File: config.mk
export PLATFORM = sky130hd
export DESIGN_NAME = pipelined_rca
export DESIGN_NICKNAME = d
export VERILOG_FILES = /design/src/rtl/adder_pkg.sv /design/src/rtl/full_adder.sv /design/src/rtl/rca_segment.sv /design/src/rtl/pipelined_rca.sv
export SDC_FILE = /design/constraint.sdc
export NUM_CORES = 1
export LEC_CHECK = 0
export CAP_MARGIN = 20
export CORE_ASPECT_RATIO = 0.7
export CORE_MARGIN = 1.5
export CORE_UTILIZATION = 57
export CTS_BUF_LIST = sky130_fd_sc_hd__clkbuf_8
export DETAILED_ROUTE_END_ITERATION = 16
export MAX_ROUTING_LAYER = met4
export PLACE_DENSITY_LB_ADDON = 0.25
export SYNTH_ARGS = -nofsm -noshare
export SYNTH_HDL_FRONTEND = slang
export SYNTH_SLANG_ARGS = --single-unit
export TNS_END_PERCENT = 5
File: constraint.sdc
create_clock -name i_clk -period 3.9 [get_ports i_clk]
set_input_delay 0.585 -clock i_clk [delete_from_list [all_inputs] [get_ports i_clk]]
set_output_delay 0.585 -clock i_clk [all_outputs]
set_load 0.005 [all_outputs]
File: src/rtl/adder_pkg.sv
// Shared helpers for the pipelined ripple-carry adder: stage count and
// per-segment bit bounds, evaluated at elaboration time.
package adder_pkg;

  // Number of pipeline stages: one per SEG-bit slice, last slice may be short.
  function automatic int stages_f(input int width, input int seg);
    return (width + seg - 1) / seg;
  endfunction

  // Lowest bit index covered by segment k.
  function automatic int seg_lo_f(input int k, input int seg);
    return k * seg;
  endfunction

  // Highest bit index covered by segment k, clipped to the operand width.
  function automatic int seg_hi_f(input int k, input int width, input int seg);
    int top;
    top = (k + 1) * seg;
    if (top > width) begin
      top = width;
    end
    return top - 1;
  endfunction

endpackage

File: src/rtl/full_adder.sv
// One-bit full adder cell; the building block of every ripple segment.
module full_adder (
  input  logic a,
  input  logic b,
  input  logic cin,
  output logic sum,
  output logic cout
);

  assign sum  = a ^ b ^ cin;
  assign cout = (a & b) | (a & cin) | (b & cin);

endmodule

File: src/rtl/rca_segment.sv
// Combinational N-bit ripple-carry chain. Also exposes the carry into the
// MSB so the final segment can derive two's-complement overflow.
module rca_segment #(
  parameter int N = 3
) (
  input  logic [N-1:0] a,
  input  logic [N-1:0] b,
  input  logic         cin,
  output logic [N-1:0] sum,
  output logic         cout,
  output logic         c_msb_in
);

  // carry[i] is the carry into bit i; carry[N] leaves the segment
  logic [N:0] carry;

  assign carry[0] = cin;

  for (genvar gi = 0; gi < N; gi++) begin : bit_g
    full_adder u_fa (
      .a    (a[gi]),
      .b    (b[gi]),
      .cin  (carry[gi]),
      .sum  (sum[gi]),
      .cout (carry[gi+1])
    );
  end

  assign cout     = carry[N];
  assign c_msb_in = carry[N-1];

endmodule

File: src/rtl/pipelined_rca.sv
// Pipelined ripple-carry adder/subtractor. Each stage adds one SEG-bit slice
// using the carry registered by the stage before it. Operand bits still to be
// added travel forward with the beat, finished sum bits accumulate behind it.
// A single global enable stalls the whole pipe when the consumer backs up.
module pipelined_rca
  import adder_pkg::*;
#(
  parameter int WIDTH = 7,
  parameter int SEG   = 3
) (
  input  logic             i_clk,
  input  logic             i_rst,
  input  logic             i_valid,
  output logic             o_ready,
  input  logic [WIDTH-1:0] i_add_term1,
  input  logic [WIDTH-1:0] i_add_term2,
  input  logic             i_sub,
  output logic             o_valid,
  input  logic             i_ready,
  output logic [WIDTH:0]   o_result,
  output logic             o_ovf
);

  localparam int STAGES = stages_f(WIDTH, SEG);

  // Whole pipe advances together; bubbles are kept, never squeezed out.
  logic             adv;
  logic [WIDTH-1:0] b_eff;

  assign adv     = !o_valid || i_ready;
  assign o_ready = adv;

  // Subtraction is A + ~B + 1: invert B here, the +1 enters as carry-in.
  assign b_eff = i_add_term2 ^ {WIDTH{i_sub}};

  for (genvar gi = 0; gi < STAGES; gi++) begin : stage_g
    localparam int LO = seg_lo_f(gi, SEG);
    localparam int HI = seg_hi_f(gi, WIDTH, SEG);
    localparam int N  = HI - LO + 1;

    // Operand bits from this segment upward, as seen by this stage
    logic [WIDTH-1:LO] a_src;
    logic [WIDTH-1:LO] b_src;
    logic              valid_d;
    logic              cin_d;
    logic [N-1:0]      seg_s;
    logic              seg_co;
    logic              seg_cm;
    logic [HI:0]       sum_d;

    logic              valid_q;
    logic              carry_q;
    logic [HI:0]       sum_q;

    if (gi == 0) begin : src_g
      assign valid_d = i_valid;
      assign cin_d   = i_sub;
      assign a_src   = i_add_term1;
      assign b_src   = b_eff;
      assign sum_d   = seg_s;
    end else begin : src_g
      assign valid_d = stage_g[gi-1].valid_q;
      assign cin_d   = stage_g[gi-1].carry_q;
      assign a_src   = stage_g[gi-1].fwd_g.a_q;
      assign b_src   = stage_g[gi-1].fwd_g.b_q;
      assign sum_d   = {seg_s, stage_g[gi-1].sum_q};
    end

    rca_segment #(
      .N (N)
    ) u_seg (
      .a        (a_src[HI:LO]),
      .b        (b_src[HI:LO]),
      .cin      (cin_d),
      .sum      (seg_s),
      .cout     (seg_co),
      .c_msb_in (seg_cm)
    );

    // Stage register: valid flag, segment carry-out and accumulated sum bits
    always_ff @(posedge i_clk or posedge i_rst) begin
      if (i_rst) begin
        valid_q <= 1'b0;
        carry_q <= 1'b0;
        sum_q   <= '0;
      end else if (adv) begin
        valid_q <= valid_d;
        carry_q <= seg_co;
        sum_q   <= sum_d;
      end
    end

    // Skew registers carry the not-yet-added operand bits to later stages
    if (gi < STAGES - 1) begin : fwd_g
      logic [WIDTH-1:HI+1] a_q;
      logic [WIDTH-1:HI+1] b_q;

      // Forward remaining operand bits alongside the beat
      always_ff @(posedge i_clk or posedge i_rst) begin
        if (i_rst) begin
          a_q <= '0;
          b_q <= '0;
        end else if (adv) begin
          a_q <= a_src[WIDTH-1:HI+1];
          b_q <= b_src[WIDTH-1:HI+1];
        end
      end
    end

    // Only the top segment sees the sign bit, so overflow is resolved here
    if (gi == STAGES - 1) begin : ovf_g
      logic ovf_q;

      // Signed overflow: carry into the MSB differs from carry out of it
      always_ff @(posedge i_clk or posedge i_rst) begin
        if (i_rst) begin
          ovf_q <= 1'b0;
        end else if (adv) begin
          ovf_q <= seg_co ^ seg_cm;
        end
      end
    end
  end

  assign o_valid  = stage_g[STAGES-1].valid_q;
  assign o_result = {stage_g[STAGES-1].carry_q, stage_g[STAGES-1].sum_q};
  assign o_ovf    = stage_g[STAGES-1].ovf_g.ovf_q;

endmodule

==> results of run 1 <==
==> final cells by class <==
class                           instances  area [sq um]  share of cell area
Clock buffer                            6          82.6              0.0421
Inverter                               11          41.3              0.0210
Sequential cell                        33           826               0.421
Clock inverter                          1          3.75             0.00191
Timing Repair Buffer                   31           305               0.156
Multi-Input combinational cell         53           662               0.337
Tap cell                               34          42.5              0.0217
==> cells in the final DEF, fill, tap and decap left out, drive strengths merged, types with 3 or more instances in the layout <==
| cell type | n |
|---|---|
| clkbuf | 6 |
| fa | 6 |
| xor2 | 5 |
| nor3b | 4 |
| mux2i | 3 |
| dfrtp | 33 |
| inv | 12 |
| clkdlybuf4s50 | 29 |
| mux2 | 26 |
| xnor2 | 3 |
| a21oi | 4 |
==> synthesized netlist by cell type <==
master                     number
sky130_fd_sc_hd__mux2_4        21
sky130_fd_sc_hd__buf_12         2
sky130_fd_sc_hd__nand2b_4       1
sky130_fd_sc_hd__xnor2_1        3
sky130_fd_sc_hd__buf_2          1
sky130_fd_sc_hd__mux2i_1        3
sky130_fd_sc_hd__buf_4          1
sky130_fd_sc_hd__xor2_1         5
sky130_fd_sc_hd__buf_6          2
sky130_fd_sc_hd__fa_1           6
sky130_fd_sc_hd__a21oi_1        4
sky130_fd_sc_hd__nand2b_1       1
sky130_fd_sc_hd__mux2_2         5
sky130_fd_sc_hd__nor3b_1        4
sky130_fd_sc_hd__dfrtp_1       33
sky130_fd_sc_hd__inv_1         11
==> metrics by stage <==
stage | instances | utilization | worst slack (ns)
global route | 169 | 0.764 | 1.43
floorplan | 103 | - | 1.71
CTS | 169 | 0.764 | 1.45
finish | 169 | 0.764 | 1.47
detailed placement | 162 | 0.730 | 1.15
global placement | 162 | 0.730 | 1.18
==> routing by layer <==
layer  wire [microns]  share of wire
met1             1190           0.45
met2             1320           0.49
met3              109          0.041
met4               49          0.018
met5                0              0
==> worst min path at each step <==
stage	start	end	cells after the start
floorplan	stage_g[1].valid_q	o_valid	1
global placement	stage_g[1].valid_q	o_valid	1
detailed placement	stage_g[1].sum_q[4]	stage_g[2].sum_q[4]	1
CTS	stage_g[1].sum_q[4]	stage_g[2].sum_q[4]	1
global route	stage_g[2].sum_q[0]	stage_g[2].sum_q[0]	1
finish	stage_g[1].sum_q[4]	stage_g[2].sum_q[4]	1
==> sequential cells by signal, indices dropped and copies added, names as in the netlist <==
signal,flops
o_valid,1
stage_g.carry_q,3
stage_g.sum_q,16
stage_g.fwd_g.b_q,5
stage_g.fwd_g.a_q,5
o_ovf,1
stage_g.valid_q,2
==> report_power, final <==
| group | internal, mW | leakage, nW | total, mW | switching, mW |
|---|---|---|---|---|
| registers | 0.473 | 0.381 | 0.550 | 0.0772 |
| clock network | 0.137 | 0.0485 | 0.249 | 0.112 |
| logic | 0.314 | 0.500 | 0.476 | 0.161 |
| total | 0.924 | 0.930 | 1.27 | 0.350 |
==> cells by family (layout without fill, tap and decap cells) <==
family	count (synthesis)	after routing
compound gates	4	4
mux	29	29
fa+ha+maj	6	6
buf+inv	17	49
flops	33	33
simple gates	6	6
xor+xnor	8	8
==> results.yml, run 1 <==
status:
  status: "finished clean"
timing:
  min_period_over_period: 0.623
  final_count_of_pins_violating_max_slew: 0
  finalCriticalPeriod_ns: 2.43
  worst_slew_pin_slew_ns: 0.519
  timing.setup.tns_ns: 0
  rsz0062_at_grt: "false"
  clock.fmax_mhz: 411
  worst_clock_skew_ns: 0.00306
  hold_viol_final: 0
  setup_viol: 0
  timing.hold.ws_ns: 0.504
  maxSlewHeadroom: 0.654
detailed_routing:
  detail_route.first_pass.iterations: 4
  remaining_routing_drc_violations: 0
  wire_per_inst_microns: 15.8
  antenna_violating_nets_post_route: 0
  route.detailed.vias_per_inst: 5.14
  finalWirelength_mm: 2.67
  dr_vias: 868
  drt-initial-drc-count: 59
yosys:
  synth_fp_nets: 128
  ys_seq_elements: 33
  synth_compound_gate_area_share: 0.0125
  yosys-mux-area-fraction: 0.250
  yosysTopAreaCell: "sky130_fd_sc_hd__dfrtp_1"
  synth_fa_ha_area_frac: 0.0749
  synthSimpleGateAreaFrac: 0.0312
  syn_inst: 103
  largest_family_of_logic_cells_by_synthesized_area: "multiplexers"
  synth_warnings: 0
  yosysSeqAreaShare: 0.515
  synth_top_area_share: 0.515
  synth_xor_xnor_area_share: 0.0437
  synth_area_sq_mm: 0.00160
  post_synth_main_area_contributors: "sky130_fd_sc_hd__dfrtp_1 51%, sky130_fd_sc_hd__mux2_4 20%, sky130_fd_sc_hd__fa_1 7.5%, sky130_fd_sc_hd__mux2_2 3.5%, sky130_fd_sc_hd__xor2_1 2.7%"
  post_synth_num_cell_types: 16
  syn_area_per_cell_sq_um: 15.6
critical_path:
  worst_r2r_endpoint: "stage_g[1].sum_q[5]"
  cp-endpoint: "stage_g[0].sum_q[2]"
  timing.critical_path.max_delay_family: "adder cells"
  critPathLaunchType: "input port"
  crit_path_cell_trace: "clkdlybuf4s50_1 > mux2_2 > fa_1 > fa_1 > mux2_4"
  worst-path-stages: 5
  cpMaxStageDelayCell: "sky130_fd_sc_hd__clkdlybuf4s50_1"
  reg2regPathDepth: 7
  timing.reg2reg.setup_slack_ns: 2.08
  critical-path-top-cell-by-count: "sky130_fd_sc_hd__fa_1"
  timing.critical_path.slowest_cell_delay_ns: 0.59
  timing.critical_path.from: "i_sub"
  timing.rr.start: "stage_g[0].carry_q"
  critical_path.max_fanout: 7
  critPathCaptureType: "register"
  crit_type: "input port to register"
  timing.critical_path.buf_inv: 1
  cp_data_required_time_ns: 4.06
  worstPathArrival_ns: 2.59
layout:
  drive_gt1_frac: 0.259
  design.final.nets: 160
  area_growth_pct: 22.4
  final_cell_area_sq_mm: 0.00196
  antenna_cell_count: 0
  final.fill_count: 162
floorplan:
  floorplan.die_area_sq_mm: 0.00315
  start_util: 0.624
  core_area_sq_mm: 0.00257
  die_h_microns: 47.4
  ios: 30
  row_count: 15
  die_width_microns: 66.4
placement:
  placedInstanceArea_sq_mm: 0.00188
  place.port_buffers: 29
  dpl.hpwl_mm: 1.95
  gp_congestion: 0.729
cts:
  cts_num_sinks: 33
  cts.root.buffer_cell: "sky130_fd_sc_hd__clkbuf_8"
  htreeDepth: 2
  clkSlewWorstSetupHoldPaths_ns: 0.06
  tritoncts: "done"
  clock_latency_ns: 0.28
  postCtsHoldBufs: 0
  clk_path_buf_depth: 2
  ctsResizeCount: 0
  postCtsSetupBuffers: 0
  number_of_buffers_added_by_the_clock_tree_synthesis_step: 5
global_routing:
  met1_usage: 0.258
  grt_start_max_net_pins: 34
  grt_first_pass_wirelength_mm: 4.35
  grt_most_used_layer: "met2"
  grt_antenna_before_repair: 0
  first_global_vias: 888
  overflow: 0
  grt.total_usage: 0.216
  grt_use_met3: 0.0743
  grt_util_met2: 0.328
worst_hold_path:
  min-delay-path-class: "register to register"
power:
  power.ir.vdd_worst_mv: 0.313
  post-layout-total-power_mw: 1.27
  pwr_cell_area_mw_per_mm2: 649
  leak_pwr_nw: 0.930
run:
  timing.max_cap.violations: 0
No activity file was read; power rests on OpenSTA's default activity.
==> run 2, diff against run 1 <==
- CORE_UTILIZATION: 57 -> 53
- clock period: 3.9 -> 2.4 ns (I/O delays scaled with it)
==> results.yml, run 2 (same netlist as run 1, synthesis figures left out) <==
placement:
  placedInstanceArea_sq_mm: 0.00190
  dpl.hpwl_mm: 1.80
  post-place-cells: 167
  gp_congestion: 0.716
  detailedPlace.worstSlack_ns: -0.0375
  place.port_buffers: 29
detailed_routing:
  dr_vias: 860
  remaining_routing_drc_violations: 0
  wire_per_inst_microns: 14.1
  route.detailed.vias_per_inst: 4.91
  drt-initial-drc-count: 26
  antenna_violating_nets_post_route: 0
  detail_route.first_pass.iterations: 4
  finalWirelength_mm: 2.47
floorplan:
  core_area_sq_mm: 0.00284
  ios: 30
  die_h_microns: 49.0
  start_util: 0.564
  row_count: 16
  die_width_microns: 68.8
  floorplan.die_area_sq_mm: 0.00337
timing:
  setup_viol: 0
  worst_slew_pin_slew_ns: 0.411
  clock.fmax_mhz: 467
  worst_clock_skew_ns: 0.00491
  min_period_over_period: 0.892
  final_critical_path_setup_slack_ns: 0.260
  final_count_of_pins_violating_max_slew: 0
  maxSlewHeadroom: 0.726
  rsz0062_at_grt: "false"
  hold_viol_final: 0
  finalCriticalPeriod_ns: 2.14
cts:
  clkSlewWorstSetupHoldPaths_ns: 0.06
  htreeDepth: 2
  clock_latency_ns: 0.28
  postCtsHoldBufs: 0
  ctsResizeCount: 0
  tritoncts: "done"
  postCtsSetupBuffers: 0
  cts_num_sinks: 33
  clk_path_buf_depth: 2
  number_of_buffers_added_by_the_clock_tree_synthesis_step: 5
  cts.root.buffer_cell: "sky130_fd_sc_hd__clkbuf_8"
status:
  status: "finished clean"
layout:
  max_flop_register: "stage_g.sum_q"
  flip_flop_count_of_the_largest_register_all_copies_and_words_added: 16
  seq_area_sq_um: 826
  final.fill_count: 207
  multi_input_comb_area_sq_um: 662
  drive_gt1_frac: 0.266
  reg_top3: "stage_g.sum_q: 16 flops, stage_g.fwd_g.a_q: 5 flops, stage_g.fwd_g.b_q: 5 flops"
  finalNonFillerCells: 175
  area_growth_pct: 23.6
  final_cell_area_sq_mm: 0.00198
  design.final.nets: 163
  antenna_cell_count: 0
  layout.cells.most_common: "sky130_fd_sc_hd__dfrtp_1"
  finalCoreUtilization: 0.697
  most_frequent_cells_in_the_layout: "33 x sky130_fd_sc_hd__dfrtp_1, 29 x sky130_fd_sc_hd__clkdlybuf4s50_1, 21 x sky130_fd_sc_hd__mux2_4"
critical_path:
  cp_data_required_time_ns: 2.57
  critPathLaunchType: "input port"
  critical_path.max_fanout: 2
  critPathCaptureType: "register"
  worstPathArrival_ns: 2.31
  crit_type: "input port to register"
power:
  post-layout-total-power_mw: 2.03
  leak_pwr_nw: 0.948
  pwr_cell_area_mw_per_mm2: 1020
  power.ir.vdd_worst_mv: 0.435
global_routing:
  grt_start_max_net_pins: 34
  grt.total_usage: 0.173
  first_global_vias: 861
  overflow: 0
  grt_first_pass_wirelength_mm: 4.00
  grt_antenna_before_repair: 0
worst_hold_path:
  min-delay-path-class: "input port to asynchronous set/reset pin"
run:
  timing.max_cap.violations: 0
-- run 2: metal layers --
layer | GRT usage | vias to the layer above | share of wire
met5 | - | - | 0
met2 | 0.242 | 24 | 0.46
met3 | 0.0624 | 4 | 0.051
met1 | 0.231 | 433 | 0.48
li1 | - | 399 | -
met4 | 0.0686 | 0 | 0.016
-- run 2: power by group --
group | switching (mW) | internal, mW | leakage, nW | total (mW)
sequential | 0.127 | 0.769 | 0.381 | 0.895
combinational | 0.245 | 0.509 | 0.515 | 0.754
clock | 0.186 | 0.193 | 0.0519 | 0.379
total | 0.558 | 1.47 | 0.948 | 2.03
-- run 2: area by class of cell --
cell class                 count  share of cell area
sequential                    33               0.417
multi-input combinational     53               0.334
timing repair buffer          34               0.165
clock buffer                   5              0.0347
tap                           36              0.0227
inverter                      11              0.0208
clock inverter                 3             0.00568
-- run 2: worst max-delay path: stages --
cell	delay, ns
sky130_fd_sc_hd__clkdlybuf4s50_1	0.50
sky130_fd_sc_hd__mux2_2	0.35
sky130_fd_sc_hd__fa_1	0.38
sky130_fd_sc_hd__fa_1	0.45
sky130_fd_sc_hd__mux2_4	0.26
-- run 2: per-stage QoR --
| step | hold slack [ns] | TNS, ns |
|---|---|---|
| after detailed placement | 0.462 | -0.0375 |
| after floorplan | 0.435 | 0 |
| final | 0.467 | 0 |
| after CTS | 0.479 | 0 |
| after global routing | 0.494 | 0 |
| after global placement | 0.467 | 0 |
-- run 2: path summary, 6_finish.rpt --
| path | startpoint | end | slack [ns] | cells past startpoint |
|---|---|---|---|---|
| worst max-delay path | i_add_term2[0] | stage_g[0].sum_q[2] | 0.26 | 5 |
| max in group asynchronous | i_rst | stage_g[1].valid_q | 1.63 | 3 |
| worst max register to register | stage_g[0].carry_q | stage_g[1].sum_q[5] | 0.60 | 7 |
| worst min-delay path | i_rst | stage_g[2].sum_q[4] | 0.47 | 3 |
| min in group i_clk | stage_g[1].valid_q | o_valid | 0.48 | 1 |
| worst min register to register | stage_g[1].valid_q | o_valid | 0.48 | 1 |
==> run 3, diff against run 2 <==
- GPL_ROUTABILITY_DRIVEN: not set -> 1
==> results of run 3 <==
The final DEF is identical to that of run 2; final timing and power are the same.
